## src/rtl/rdm_req_sched.sv

```systemverilog
// Packet-level round-robin scheduler sharing one RDM request stream among NUM_REQ requesters,
// with an order FIFO that steers each in-order RDM response back to its requester.
module rdm_req_sched #(
    parameter int NUM_REQ = 2,
    parameter int MAX_OUT = 8,
    parameter int DW      = 256,
    localparam int IW     = $clog2(NUM_REQ),
    localparam int OW     = $clog2(MAX_OUT + 1),
    localparam int KW     = DW / 8
) (
    input  logic                  clk_250,
    input  logic                  sys_rst,
    input  logic                  enable,

    input  logic [NUM_REQ*DW-1:0] s_tdata,
    input  logic [NUM_REQ*KW-1:0] s_tkeep,
    input  logic [NUM_REQ*64-1:0] s_tuser,
    input  logic [NUM_REQ-1:0]    s_tvalid,
    input  logic [NUM_REQ-1:0]    s_tlast,
    output logic [NUM_REQ-1:0]    s_tready,

    output logic [DW-1:0]         m_tdata,
    output logic [KW-1:0]         m_tkeep,
    output logic [63:0]           m_tuser,
    output logic                  m_tvalid,
    output logic                  m_tlast,
    input  logic                  m_tready,

    input  logic [DW-1:0]         r_s_tdata,
    input  logic [KW-1:0]         r_s_tkeep,
    input  logic [63:0]           r_s_tuser,
    input  logic                  r_s_tvalid,
    input  logic                  r_s_tlast,
    output logic                  r_s_tready,

    output logic [DW-1:0]         r_m_tdata,
    output logic [KW-1:0]         r_m_tkeep,
    output logic [63:0]           r_m_tuser,
    output logic [NUM_REQ-1:0]    r_m_tvalid,
    output logic [NUM_REQ-1:0]    r_m_tlast,
    input  logic [NUM_REQ-1:0]    r_m_tready,

    output logic [OW-1:0]         outstanding,
    output logic                  rsp_orphan
);

    localparam int PW = $clog2(MAX_OUT);

    localparam logic [0:0] ST_IDLE = 1'b0;
    localparam logic [0:0] ST_FWD  = 1'b1;

    logic [0:0]    state_q, state_d;
    logic [IW-1:0] grant_q, grant_d;
    logic [IW-1:0] last_grant_q, last_grant_d;
    logic [OW-1:0] outstanding_q, outstanding_d;
    logic [PW-1:0] wr_ptr_q, wr_ptr_d;
    logic [PW-1:0] rd_ptr_q, rd_ptr_d;
    logic          orphan_q, orphan_d;
    logic [IW-1:0] order_mem_q [MAX_OUT];
    logic [IW-1:0] order_mem_d [MAX_OUT];

    logic [DW-1:0] s_data_a [NUM_REQ];
    logic [KW-1:0] s_keep_a [NUM_REQ];
    logic [63:0]   s_user_a [NUM_REQ];

    logic          arb_found;
    logic [IW-1:0] arb_winner;
    logic [IW:0]   cand;
    logic          fifo_empty;
    logic [IW-1:0] head;
    logic          push;
    logic          pop;

    for (genvar i = 0; i < NUM_REQ; i++) begin : g_unpack
        assign s_data_a[i] = s_tdata[i*DW +: DW];
        assign s_keep_a[i] = s_tkeep[i*KW +: KW];
        assign s_user_a[i] = s_tuser[i*64 +: 64];
    end

    assign fifo_empty  = (outstanding_q == '0);
    assign head        = order_mem_q[rd_ptr_q];
    assign outstanding = outstanding_q;
    assign rsp_orphan  = orphan_q;

    // Round-robin search starting one past the last requester that completed a packet.
    always_comb begin
        arb_found  = 1'b0;
        arb_winner = last_grant_q;
        cand       = '0;
        for (int k = 1; k <= NUM_REQ; k++) begin
            cand = {1'b0, last_grant_q} + (IW+1)'(k);
            if (cand >= (IW+1)'(NUM_REQ)) begin
                cand = cand - (IW+1)'(NUM_REQ);
            end
            if (!arb_found && s_tvalid[cand[IW-1:0]]) begin
                arb_found  = 1'b1;
                arb_winner = cand[IW-1:0];
            end
        end
    end

    always_comb begin
        m_tdata  = s_data_a[grant_q];
        m_tkeep  = s_keep_a[grant_q];
        m_tuser  = s_user_a[grant_q];
        m_tlast  = s_tlast[grant_q];
        m_tvalid = 1'b0;
        s_tready = '0;
        if (!sys_rst && state_q == ST_FWD) begin
            m_tvalid          = s_tvalid[grant_q];
            s_tready[grant_q] = m_tready;
        end
        push = m_tvalid & m_tready & m_tlast;
    end

    // Responses come back in request order, so the FIFO head names the owner.
    always_comb begin
        r_m_tdata  = r_s_tdata;
        r_m_tkeep  = r_s_tkeep;
        r_m_tuser  = r_s_tuser;
        r_m_tvalid = '0;
        r_m_tlast  = '0;
        r_s_tready = 1'b0;
        if (!sys_rst && !fifo_empty) begin
            r_m_tvalid[head] = r_s_tvalid;
            r_m_tlast[head]  = r_s_tlast;
            r_s_tready       = r_m_tready[head];
        end
        pop = r_s_tvalid & r_s_tready & r_s_tlast;
    end

    always_comb begin
        state_d       = state_q;
        grant_d       = grant_q;
        last_grant_d  = last_grant_q;
        order_mem_d   = order_mem_q;
        wr_ptr_d      = wr_ptr_q + PW'(push);
        rd_ptr_d      = rd_ptr_q + PW'(pop);
        outstanding_d = outstanding_q + OW'(push) - OW'(pop);
        orphan_d      = orphan_q | (fifo_empty & r_s_tvalid);
        if (push) begin
            order_mem_d[wr_ptr_q] = grant_q;
        end
        case (state_q)
            ST_IDLE: begin
                if (enable && outstanding_q < OW'(MAX_OUT) && arb_found) begin
                    grant_d = arb_winner;
                    state_d = ST_FWD;
                end
            end
            ST_FWD: begin
                if (push) begin
                    last_grant_d = grant_q;
                    state_d      = ST_IDLE;
                end
            end
            default: state_d = ST_IDLE;
        endcase
    end

    always_ff @(posedge clk_250) begin
        if (sys_rst) begin
            state_q       <= ST_IDLE;
            grant_q       <= '0;
            last_grant_q  <= IW'(NUM_REQ - 1);
            outstanding_q <= '0;
            wr_ptr_q      <= '0;
            rd_ptr_q      <= '0;
            orphan_q      <= 1'b0;
        end else begin
            state_q       <= state_d;
            grant_q       <= grant_d;
            last_grant_q  <= last_grant_d;
            outstanding_q <= outstanding_d;
            wr_ptr_q      <= wr_ptr_d;
            rd_ptr_q      <= rd_ptr_d;
            orphan_q      <= orphan_d;
        end
    end

    always_ff @(posedge clk_250) begin
        order_mem_q <= order_mem_d;
    end

endmodule

```

## config.mk

```make
export PLATFORM = sky130hd
export DESIGN_NAME = rdm_req_sched
export DESIGN_NICKNAME = d
export VERILOG_FILES = /design/src/rtl/rdm_req_sched.sv
export SDC_FILE = /design/constraint.sdc
export NUM_CORES = 1
export LEC_CHECK = 0
export ABC_AREA = 1
export CORE_AREA = 2 2 697 699
export CTS_CLUSTER_DIAMETER = 40
export DETAILED_ROUTE_END_ITERATION = 6
export DIE_AREA = 0 0 699 701
export GPL_TIMING_DRIVEN = 0
export SLEW_MARGIN = 0
export SYNTH_ARGS = -nofsm -noshare
export SYNTH_HDL_FRONTEND = slang
export SYNTH_SLANG_ARGS = --single-unit
```

## constraint.sdc

```tcl
create_clock -name clk_250 -period 2.4 [get_ports clk_250]
set_input_delay 0.48 -clock clk_250 [delete_from_list [all_inputs] [get_ports clk_250]]
set_output_delay 0.48 -clock clk_250 [all_outputs]
set_load 0.02 [all_outputs]
```

* After elaboration in Yosys (flattened, before gate mapping) *
Index checks and enable logic that the tools add are counted.

storage, ports and cells
  bits in registers = 22
  input port bits = 1068
  output and inout bits = 718
  word-level logic and storage cells = 106

operators by class
  add/sub/neg operators = 8
  order comparisons = 13
  mux-type cells = 43
  bitwise gates (word level) = 13
  reductions and logical operators = 14

operators by type and width
  kind                 count
  $mux 256             3
  $mux 64              3
  $mux 32              3
  $mux 1               25
  $bwmux 8             1
  $ge 4x4->1 const B   2
  $logic_and 1x1->1    8
  $lt 1x2->1 const B   4
  $not 3->4            2
  $add 3x1->3          2
  $and 2x2->2          3
  $ge 2x2->1 const B   3
  $mux 2               3
  $and 1x1->1          5
  $add 4x1->4          1
  $logic_not 4->1      1
  $lt 4x1->1 const B   1
  $lt 4x4->1 const B   1
  $reduce_and 2->1     2
  $sub 4x1->4          1
  $bmux 1 s3           1
  $demux 1 s3          1
  $logic_not 1->1      3
  $add 1x1->2 const B  1
  8 further kinds      11

* Logic depth before layout (Yosys ltp) *
Gate-level depths: netlist of run 1.

  depth after elaboration = 12
  gate-level depth with buffers = 15
  mapped depth without buffers = 15

* Worst setup path after synthesis of run 1 *
OpenSTA, ideal clock, no wires.

  path kind = register to register
  start point = reg outstanding_q[2] (netlist: outstanding[2])
  end point = reg outstanding_q[1] (netlist: outstanding[1])
  setup time = 0.128 ns
  data arrival time = 2.092 ns
  data required time = 2.272 ns
  setup slack = 0.180 ns
  cell stages (with the launch flop) = 12
  path buffers = 0
  period minus slack after synthesis = 2.220 ns
  path through = dfxtp_1 inv_1 ha_1 a31oi_1 nand3_1 nor2_1 ha_1 inv_1 ha_1 fa_1 inv_1 nor2_1

on the way
  longest elaborated chain between the ends = 7

ends and longest elaborated chain
  what                      RTL line  source
  from (decl)               55        logic [OW-1:0] outstanding_q, outstanding_d;
  from (signal assigned)    174       outstanding_q <= outstanding_d;
  $logic_not 4->1           80        assign fifo_empty = (outstanding_q == '0);
  $logic_not 1->1           124       if (!sys_rst && !fifo_empty) begin
  $logic_and 1x1->1         124
  $mux 1                    124
  $and 1x1->1 (2 in a row)  129       pop = r_s_tvalid & r_s_tready & r_s_tlast;
  $sub 4x1->4               139       outstanding_d = outstanding_q + OW'(push) - OW'(pop);
  via outstanding_d[1]      55

The timed path passes the listed nets, and every way through them passes these cells.
A chain may end at the register's enable or synchronous reset.

* Worst setup path after layout of run 1 *
  start point = reg rd_ptr_q[0]
  end point = reg outstanding_q[1] (netlist: outstanding[1])

on the way
  longest elaborated chain between the ends = 10

ends and longest elaborated chain
  what                                       RTL line  source
  from (decl)                                57        logic [PW-1:0] rd_ptr_q, rd_ptr_d;
  from (signal assigned)                     176       rd_ptr_q <= rd_ptr_d;
  $not 3->4 (not written as such)            81        assign head = order_mem_q[rd_ptr_q];
  $bmux 1 s3                                 81
  $mux 1 (not written as such) (2 in a row)  81
  $mux 1 (not written as such) (2 in a row)  127       r_s_tready = r_m_tready[head];
  $mux 1                                     124
  $and 1x1->1 (2 in a row)                   129
  $sub 4x1->4                                139
  via outstanding_d[1]                       55

The timed path passes the listed nets, and every way through them passes these cells. The select of a mux whose other input is x is not followed.

==> impl_metrics.py, run 1 <==
metrics = {
    "floorplanning": {
        "pin_count": 1786,
        "row_count": 255,
        "coreArea_um2": 481800,
        "fp.dieW_um": 699,
        "die_area_um2": 490000,
        "start_util_pct": 1.687,
        "die_y_um": 701,
    },
    "critical_path": {
        "reg2reg_to": "outstanding[1]",
        "cp-start-kind": "flip-flop",
        "cp-end-kind": "flip-flop",
        "reg2reg_from": "rd_ptr_q[0]",
        "ff2ff_setup_slack_ns": -0.11,
        "crit_chain": "inv_4, nand2_1, nand3_2, nand3_4, nand2_4, nand2_4, nand3_4, nor2_4, buf_12, ha_4, inv_2, ha_4, fa_2, inv_1, nor2_1",
        "cp.required_ns": 2.59,
        "slowest_delay_ns": 0.53,
        "crit_fanout": 6,
        "worstPathArrival_ns": 2.71,
        "crit_slowest_cell": "fa_2",
        "rr_worst_depth": 15,
        "worstSetupPathType": "reg -> reg",
    },
    "timing": {
        "fin_worst_skew_ns": 0.001868,
        "worst_slew_pin_slew_ns": 0.7935,
        "rsz0062_at_grt": "true",
        "maxSlewViolCount": 0,
        "finalHoldViolations": 0,
        "finalCriticalPeriod_ns": 2.515,
        "hold_ws_ns": 0.4639,
        "setup_slack_ns": -0.1149,
        "slew_headroom_pct": 46.93,
        "setup-violations-final": 25,
        "clock.fmax_mhz": 397.6,
        "min_period_over_period_pct": 104.8,
    },
    "clock_tree": {
        "cts_sinks": 22,
        "cts-root-buf": "clkbuf_16",
        "cts_made_buffers": 3,
        "cts.clk_slew.worst_paths_ns": 0.06,
        "cts_hold_buf": 0,
        "clock_latency_ns": 0.26,
        "htreeDepth": 1,
        "tritoncts": "yes",
        "clk_path_buf_depth": 2,
    },
    "placement": {
        "dpl.hpwl_um": 303100,
        "routabilityCongestion": 1.339,
        "io_buffers": 1433,
        "dp_slack_ns": -2.534,
    },
    "finish": {
        "nNetsFinal": 4224,
        "area_growth_pct": 332.8,
        "final-seq-area_um2": 533.0,
        "nFillCells": 56576,
        "drive_gt1_share_pct": 36.79,
        "multiInputGateArea_um2": 6405,
    },
    "power_and_ir_drop": {
        "ir_worst_vdd_v": 0.0002767,
        "p_sw_share_pct": 60.96,
        "power_density_nw_per_um2": 461.3,
        "clockPowerShare_pct": 2.2,
        "p_int_uw": 6333,
        "pwr-share-comb_pct": 95.0,
        "p_total_uw": 16220,
        "power_leakage_uw": 0.01334,
        "seqPwrFrac_pct": 2.8,
        "switchingPower_uw": 9891,
    },
    "logic_synthesis": {
        "synth_area_um2": 8127,
        "syn_inst": 1634,
        "synthAdderAreaFrac_pct": 1.632,
        "syn_avg_cell_area_um2": 4.973,
        "synth.top_cell.area_share_pct": 49.75,
        "synth.area.top_cells": "nand2_1, buf_4, dfxtp_1",
        "ys_types": 27,
        "synth_top_cell_by_area": "nand2_1",
        "synth_top_family_by_area": "simple AND/OR/NAND/NOR gates",
        "synth_seq_cells": 22,
        "synth_nets": 2712,
        "synthXorXnorAreaFrac_pct": 0.3233,
        "yosysSeqAreaShare_pct": 6.405,
        "synth_warnings": 0,
        "synth_compound_area_share_pct": 0.7544,
        "muxShareOfSynthArea_pct": 0,
        "yosys.area_share.simple_pct": 52.46,
    },
    "flow_run": {
        "drv_cap": 0,
    },
    "hold_path": {
        "hold_path_startpoint": "rsp_orphan",
        "hold_depth": 2,
        "hold_path_end": "rsp_orphan",
        "hold_class": "reg -> reg",
    },
    "drt": {
        "drtIter0Drc": 951,
        "drt-wirelength-per-cell_um": 33.63,
        "dr.pass1.iters": 5,
        "ant_nets": 0,
        "via_per_inst": 1.849,
        "routed_wirelength_um": 324100,
        "drc": 0,
        "dr_total_vias": 17823,
    },
    "global_routing": {
        "first_global_vias": 17131,
        "grt_util_all_layers_pct": 12.61,
        "grt_first_pass_wirelength_um": 357200,
        "gr-total-overflow": 0,
        "grt_antenna_before_repair": 299,
        "grt_start_max_net_pins": 13,
    },
    "status": {
        "status": "finished with violations",
        "violations": "negative setup slack",
    },
}
-- cell families (layout without fill, tap and decap cells) --
logic type,Yosys count,after routing
AO/OA/AOI/OAI,11,11
XOR/XNOR,3,3
buffers and inverters,469,1980
AND/OR/NAND/NOR,1119,1119
flip-flops,22,22
other,0,68
adder cells (fa/ha/maj),10,10
-- what timing repair did --
item                                    4_1_cts  5_1_grt
cloned                                        4        6
pin swaps                                    37       42
resized for setup                          2250      395
endpoints found under the setup margin      381      229
setup buffers                                56       21
-- critical path, delay by kind of cell (launching register included) --
kind,cells,cell delay [ns]
adder cells (fa/ha/maj),3,0.94
buffers and inverters,4,0.28
AND/OR/NAND/NOR,8,0.82
flip-flops,1,0.37
-- synth_stat cells --
library cell  count
clkinv_2          1
clkbuf_1         45
buf_4           352
nand2_1        1077
buf_6             1
nor2_4            1
nand3_1          10
buf_1             8
dfxtp_1          14
o21ai_0           3
a21oi_1           5
nand4_1           1
nor2_1           16
ha_1              9
and3_1            1
nand2_2           2
or2_4             1
fa_1              1
nor3_1            7
edfxtp_1          8
xnor2_1           3
inv_1            35
buf_2            26
nor3_2            3
a31oi_1           1
inv_2             1
o211ai_1          2
-- power by group through the flow --
stage | registers (uW) | clock network, uW | logic (uW)
floorplan | 456 | 0 | 3730
global placement | 441 | 0 | 13500
detailed placement | 442 | 0 | 13500
CTS | 435 | 360 | 15400
global route | 457 | 378 | 16600
finish | 454 | 356 | 15400
-- worst max path at each step --
stage / from / endpoint / slack, ns / cells after the start
final: rd_ptr_q[0] / outstanding[1] / -0.11 / 15
after global routing: order_mem_q[6] / outstanding[1] / -0.17 / 15
after CTS: grant_q / m_tdata[220] / -0.26 / 10
after detailed placement: grant_q / m_tdata[220] / -2.53 / 8
after global placement: grant_q / m_tdata[23] / -3.64 / 7
after floorplan: outstanding[2] / outstanding[1] / 0.18 / 11
-- per-stage QoR --
| step | utilization [%] | setup TNS (ns) | area, um2 | cells |
|---|---|---|---|---|
| after floorplan | - | 0 | 8127 | 1634 |
| after global placement | 6.333 | -646.21 | 30510 | 9492 |
| after detailed placement | 6.329 | -554.65 | 30490 | 9496 |
| after CTS | 7.008 | -13.27 | 33760 | 9557 |
| after global routing | 7.293 | -6.077 | 35130 | 9624 |
| final | 7.300 | -1.234 | 35170 | 9638 |
-- state kept, by name (all words and copies together) (netlist names) --
signal	cells
order_mem_q	8
outstanding	4
rd_ptr_q	3
wr_ptr_q	3
grant_q	1
last_grant_q	1
rsp_orphan	1
state_q	1
-- metal layers --
layer / wire length, um / GRT usage, % / vias up
li1: - / - / 7604
met1: 120300 / 13.75 / 7783
met2: 139100 / 19.51 / 1671
met3: 48750 / 8.199 / 709
met4: 15640 / 4.605 / 56
met5: 382 / 0 / -
-- layout by cell type, fill, tap and decap left out, types with 35 or more instances in the layout --
cell / instances
nand2_4: 94
buf_8: 44
nand2_8: 35
nand2_2: 196
buf_2: 51
buf_6: 72
buf_4: 424
dlygate4sd2_1: 68
clkdlybuf4s50_1: 1070
diode_2: 68
buf_12: 94
nand2_1: 754
-- final cells by class --
class | instances | share of cell area, %
repair buffers | 1517 | 45.72
well taps | 6425 | 22.86
multi-input cells | 1143 | 18.21
plain buffers | 422 | 10.51
flip-flops and latches | 22 | 1.516
diodes | 68 | 0.4838
inverters | 37 | 0.4767
clock buffers | 4 | 0.2241
No activity file was read; power rests on OpenSTA's default activity.
==> inputs of run 2 (changes only) <==
- ABC_AREA: 1 -> unset
- CORE_AREA: 2 2 697 699 -> 2 2 688 690
- DIE_AREA: 0 0 699 701 -> 0 0 690 692
- clock period: 2.4 -> 2.6 ns (I/O delays scaled with it)
==> impl_metrics.py, run 2 <==
metrics = {
    "status": {
        "status": "finished with violations",
        "violations": "negative setup slack",
    },
    "floorplanning": {
        "die_y_um": 692,
        "fp.dieW_um": 690,
        "die_area_um2": 477500,
        "coreArea_um2": 469800,
        "row_count": 252,
        "pin_count": 1786,
        "start_util_pct": 1.687,
    },
    "timing": {
        "maxSlewViolCount": 0,
        "slew_headroom_pct": 21.83,
        "clock.fmax_mhz": 373.1,
        "setup_slack_ns": -0.08015,
        "finalSetupTns_ns": -0.3267,
        "fin_worst_skew_ns": 0.006634,
        "worst_slew_pin_slew_ns": 1.169,
        "hold_ws_ns": 0.4914,
        "finalHoldViolations": 0,
        "finalCriticalPeriod_ns": 2.680,
        "min_period_over_period_pct": 103.1,
        "setup-violations-final": 12,
        "rsz0062_at_grt": "true",
    },
    "finish": {
        "nNetsFinal": 3481,
        "top_register": "order_mem_q",
        "nFillCells": 54890,
        "area_growth_pct": 329.3,
        "drive_gt1_share_pct": 50.92,
        "final_cell_mix": "clkdlybuf4s50_1, buf_4, mux2_4",
        "fin_util_pct": 7.242,
        "largest_register_ffs": 8,
        "final_common_cell": "clkdlybuf4s50_1",
    },
    "power_and_ir_drop": {
        "seqPwrFrac_pct": 3.8,
        "clockPowerShare_pct": 2.9,
        "p_sw_share_pct": 50.52,
        "ir_worst_vdd_v": 0.0001862,
        "pwr-share-comb_pct": 93.3,
        "switchingPower_uw": 5544,
        "p_int_uw": 5430,
        "power_leakage_uw": 0.01172,
        "p_total_uw": 10970,
        "power_density_nw_per_um2": 322.5,
    },
    "drt": {
        "wl_met3_um": 61710,
        "routedLengthMet1_um": 108200,
        "ant_nets": 0,
        "topRoutingLayerUsed": "met5",
        "dr_total_vias": 15049,
        "via_per_inst": 1.726,
        "dr.pass1.iters": 4,
        "routed_wirelength_um": 321600,
        "drt-wirelength-per-cell_um": 36.89,
        "wl_met2_um": 138700,
        "drtIter0Drc": 788,
        "drc": 0,
    },
    "placement": {
        "routabilityCongestion": 1.483,
        "dpl.hpwl_um": 301200,
        "io_buffers": 1433,
        "dp_slack_ns": -2.489,
    },
    "clock_tree": {
        "cts_sinks": 22,
        "htreeDepth": 1,
        "tritoncts": "yes",
        "clk_path_buf_depth": 2,
        "cts-root-buf": "clkbuf_16",
        "cts.clk_slew.worst_paths_ns": 0.06,
        "cts_made_buffers": 3,
        "clock_latency_ns": 0.26,
        "cts_hold_buf": 0,
    },
    "global_routing": {
        "grt_util_all_layers_pct": 12.91,
        "grt_start_max_net_pins": 13,
        "grt_first_pass_wirelength_um": 352700,
        "gr-total-overflow": 0,
        "grt_antenna_before_repair": 370,
        "first_global_vias": 14217,
    },
    "flow_run": {
        "drv_cap": 0,
    },
    "critical_path": {
        "crit_chain": "mux4_2, mux2i_4, mux2i_2, nor3b_2, ha_1, inv_2, ha_4, fa_2, nor2b_1",
        "cp.required_ns": 2.80,
        "crit_fanout": 3,
        "crit_slowest_cell": "mux4_2",
        "worstSetupPathType": "reg -> reg",
        "worstPathArrival_ns": 2.88,
        "cp-start-kind": "flip-flop",
        "slowest_delay_ns": 0.52,
        "cp-end-kind": "flip-flop",
    },
    "logic_synthesis": {
        "synthXorXnorAreaFrac_pct": 0.4420,
        "synth_top_family_by_area": "multiplexers",
        "synth_edf_count": 8,
        "yosysSeqAreaShare_pct": 6.567,
        "muxShareOfSynthArea_pct": 51.48,
        "synthAdderAreaFrac_pct": 1.673,
        "synth_area_um2": 7926,
        "synth_warnings": 0,
        "synth.area.top_cells": "mux2_2, buf_4, dfxtp_1",
        "yosysMostFrequentCell": "mux2_2",
        "synth_top_cell_by_area": "mux2_2",
        "synth.top_cell.area_share_pct": 50.15,
        "synth_compound_area_share_pct": 0.5051,
        "synthArstFlopShare_pct": 0,
        "synth_seq_cells": 22,
        "ys_types": 28,
        "syn_avg_cell_area_um2": 9.358,
        "synth_nets": 1925,
        "syn_inst": 847,
        "synthFlopType": "dfxtp_1",
        "yosys-top-cells-count": "mux2_2, buf_4, buf_2",
        "yosys.area_share.simple_pct": 3.204,
    },
    "hold_path": {
        "hold_class": "reg -> reg",
    },
}
## run 2: changes by cell type after synthesis, sizes merged, moves of 8 or more
cell,before,now
nand2,1079,4
mux2,0,353
clkbuf,45,8
inv,36,7
nand3,10,1
nor3b,0,8
## run 2: worst paths after layout
kind	startpoint	to	slack [ns]	cells past startpoint
hold / removal	rsp_orphan	rsp_orphan	0.49	2
setup reg to reg	rd_ptr_q[0]	outstanding[1]	-0.08	9
setup / recovery	rd_ptr_q[0]	outstanding[1]	-0.08	9
hold reg to reg	rsp_orphan	rsp_orphan	0.49	2
## run 2: worst max-delay path: cells and delay by family, from the launching register on
| family | cells | cell delay, ns |
|---|---|---|
| DFF | 1 | 0.37 |
| and+or+nand+nor | 2 | 0.21 |
| buffers and inverters | 1 | 0.05 |
| muxes | 3 | 1.04 |
| adders and majority gates | 3 | 0.96 |
## run 2: what timing repair did
item                       in CTS  in global routing
resized for setup            2432                230
cloned                         19                  3
setup endpoints to repair     365                266
setup buffers                  87                 28
pin swaps                       6                  2
## run 2: per-stage QoR
stage          std cells  instance area [um2]
6_report            8719                34020
5_1_grt             8674                33910
4_1_cts             8614                33170
3_5_place_dp        8504                30030
3_3_place_gp        8503                30050
2_1_floorplan        847                 7920
## run 2: cell type report
cell class | instances | area (um2) | area share (%)
Timing Repair Buffer | 1558 | 16710 | 49.10
Tap cell | 6223 | 7786 | 22.88
Multi-Input combinational cell | 425 | 5303 | 15.58
Buffer | 386 | 3361 | 9.878
Sequential cell | 22 | 528.0 | 1.552
Antenna cell | 94 | 235.2 | 0.6914
Clock buffer | 3 | 75.07 | 0.2206
Inverter | 7 | 26.28 | 0.07723
Clock inverter | 1 | 3.754 | 0.01103
## run 2: cells by family after synthesis
| group | after synthesis |
|---|---|
| xor gates and xnor gates | 4 |
| AOI/OAI and AO/OA | 6 |
| muxes | 359 |
| DFF | 22 |
| adders and majority gates | 10 |
| buffers and inverters | 400 |
| and+or+nand+nor | 46 |
## run 2: power groups by stage
stage                     Clock, uW  Combinational [uW]  Sequential [uW]
after floorplan                   0                2840              429
after global placement            0                8750              420
after detailed placement          0                8740              421
after CTS                       329               10400              410
after global routing            341               10900              416
final                           323               10200              413
## run 2: metal layers
layer	global-route usage (%)	vias up
met5	0	-
met4	3.178	168
met3	11.62	714
met2	19.96	1640
met1	12.70	6734
li1	-	5793
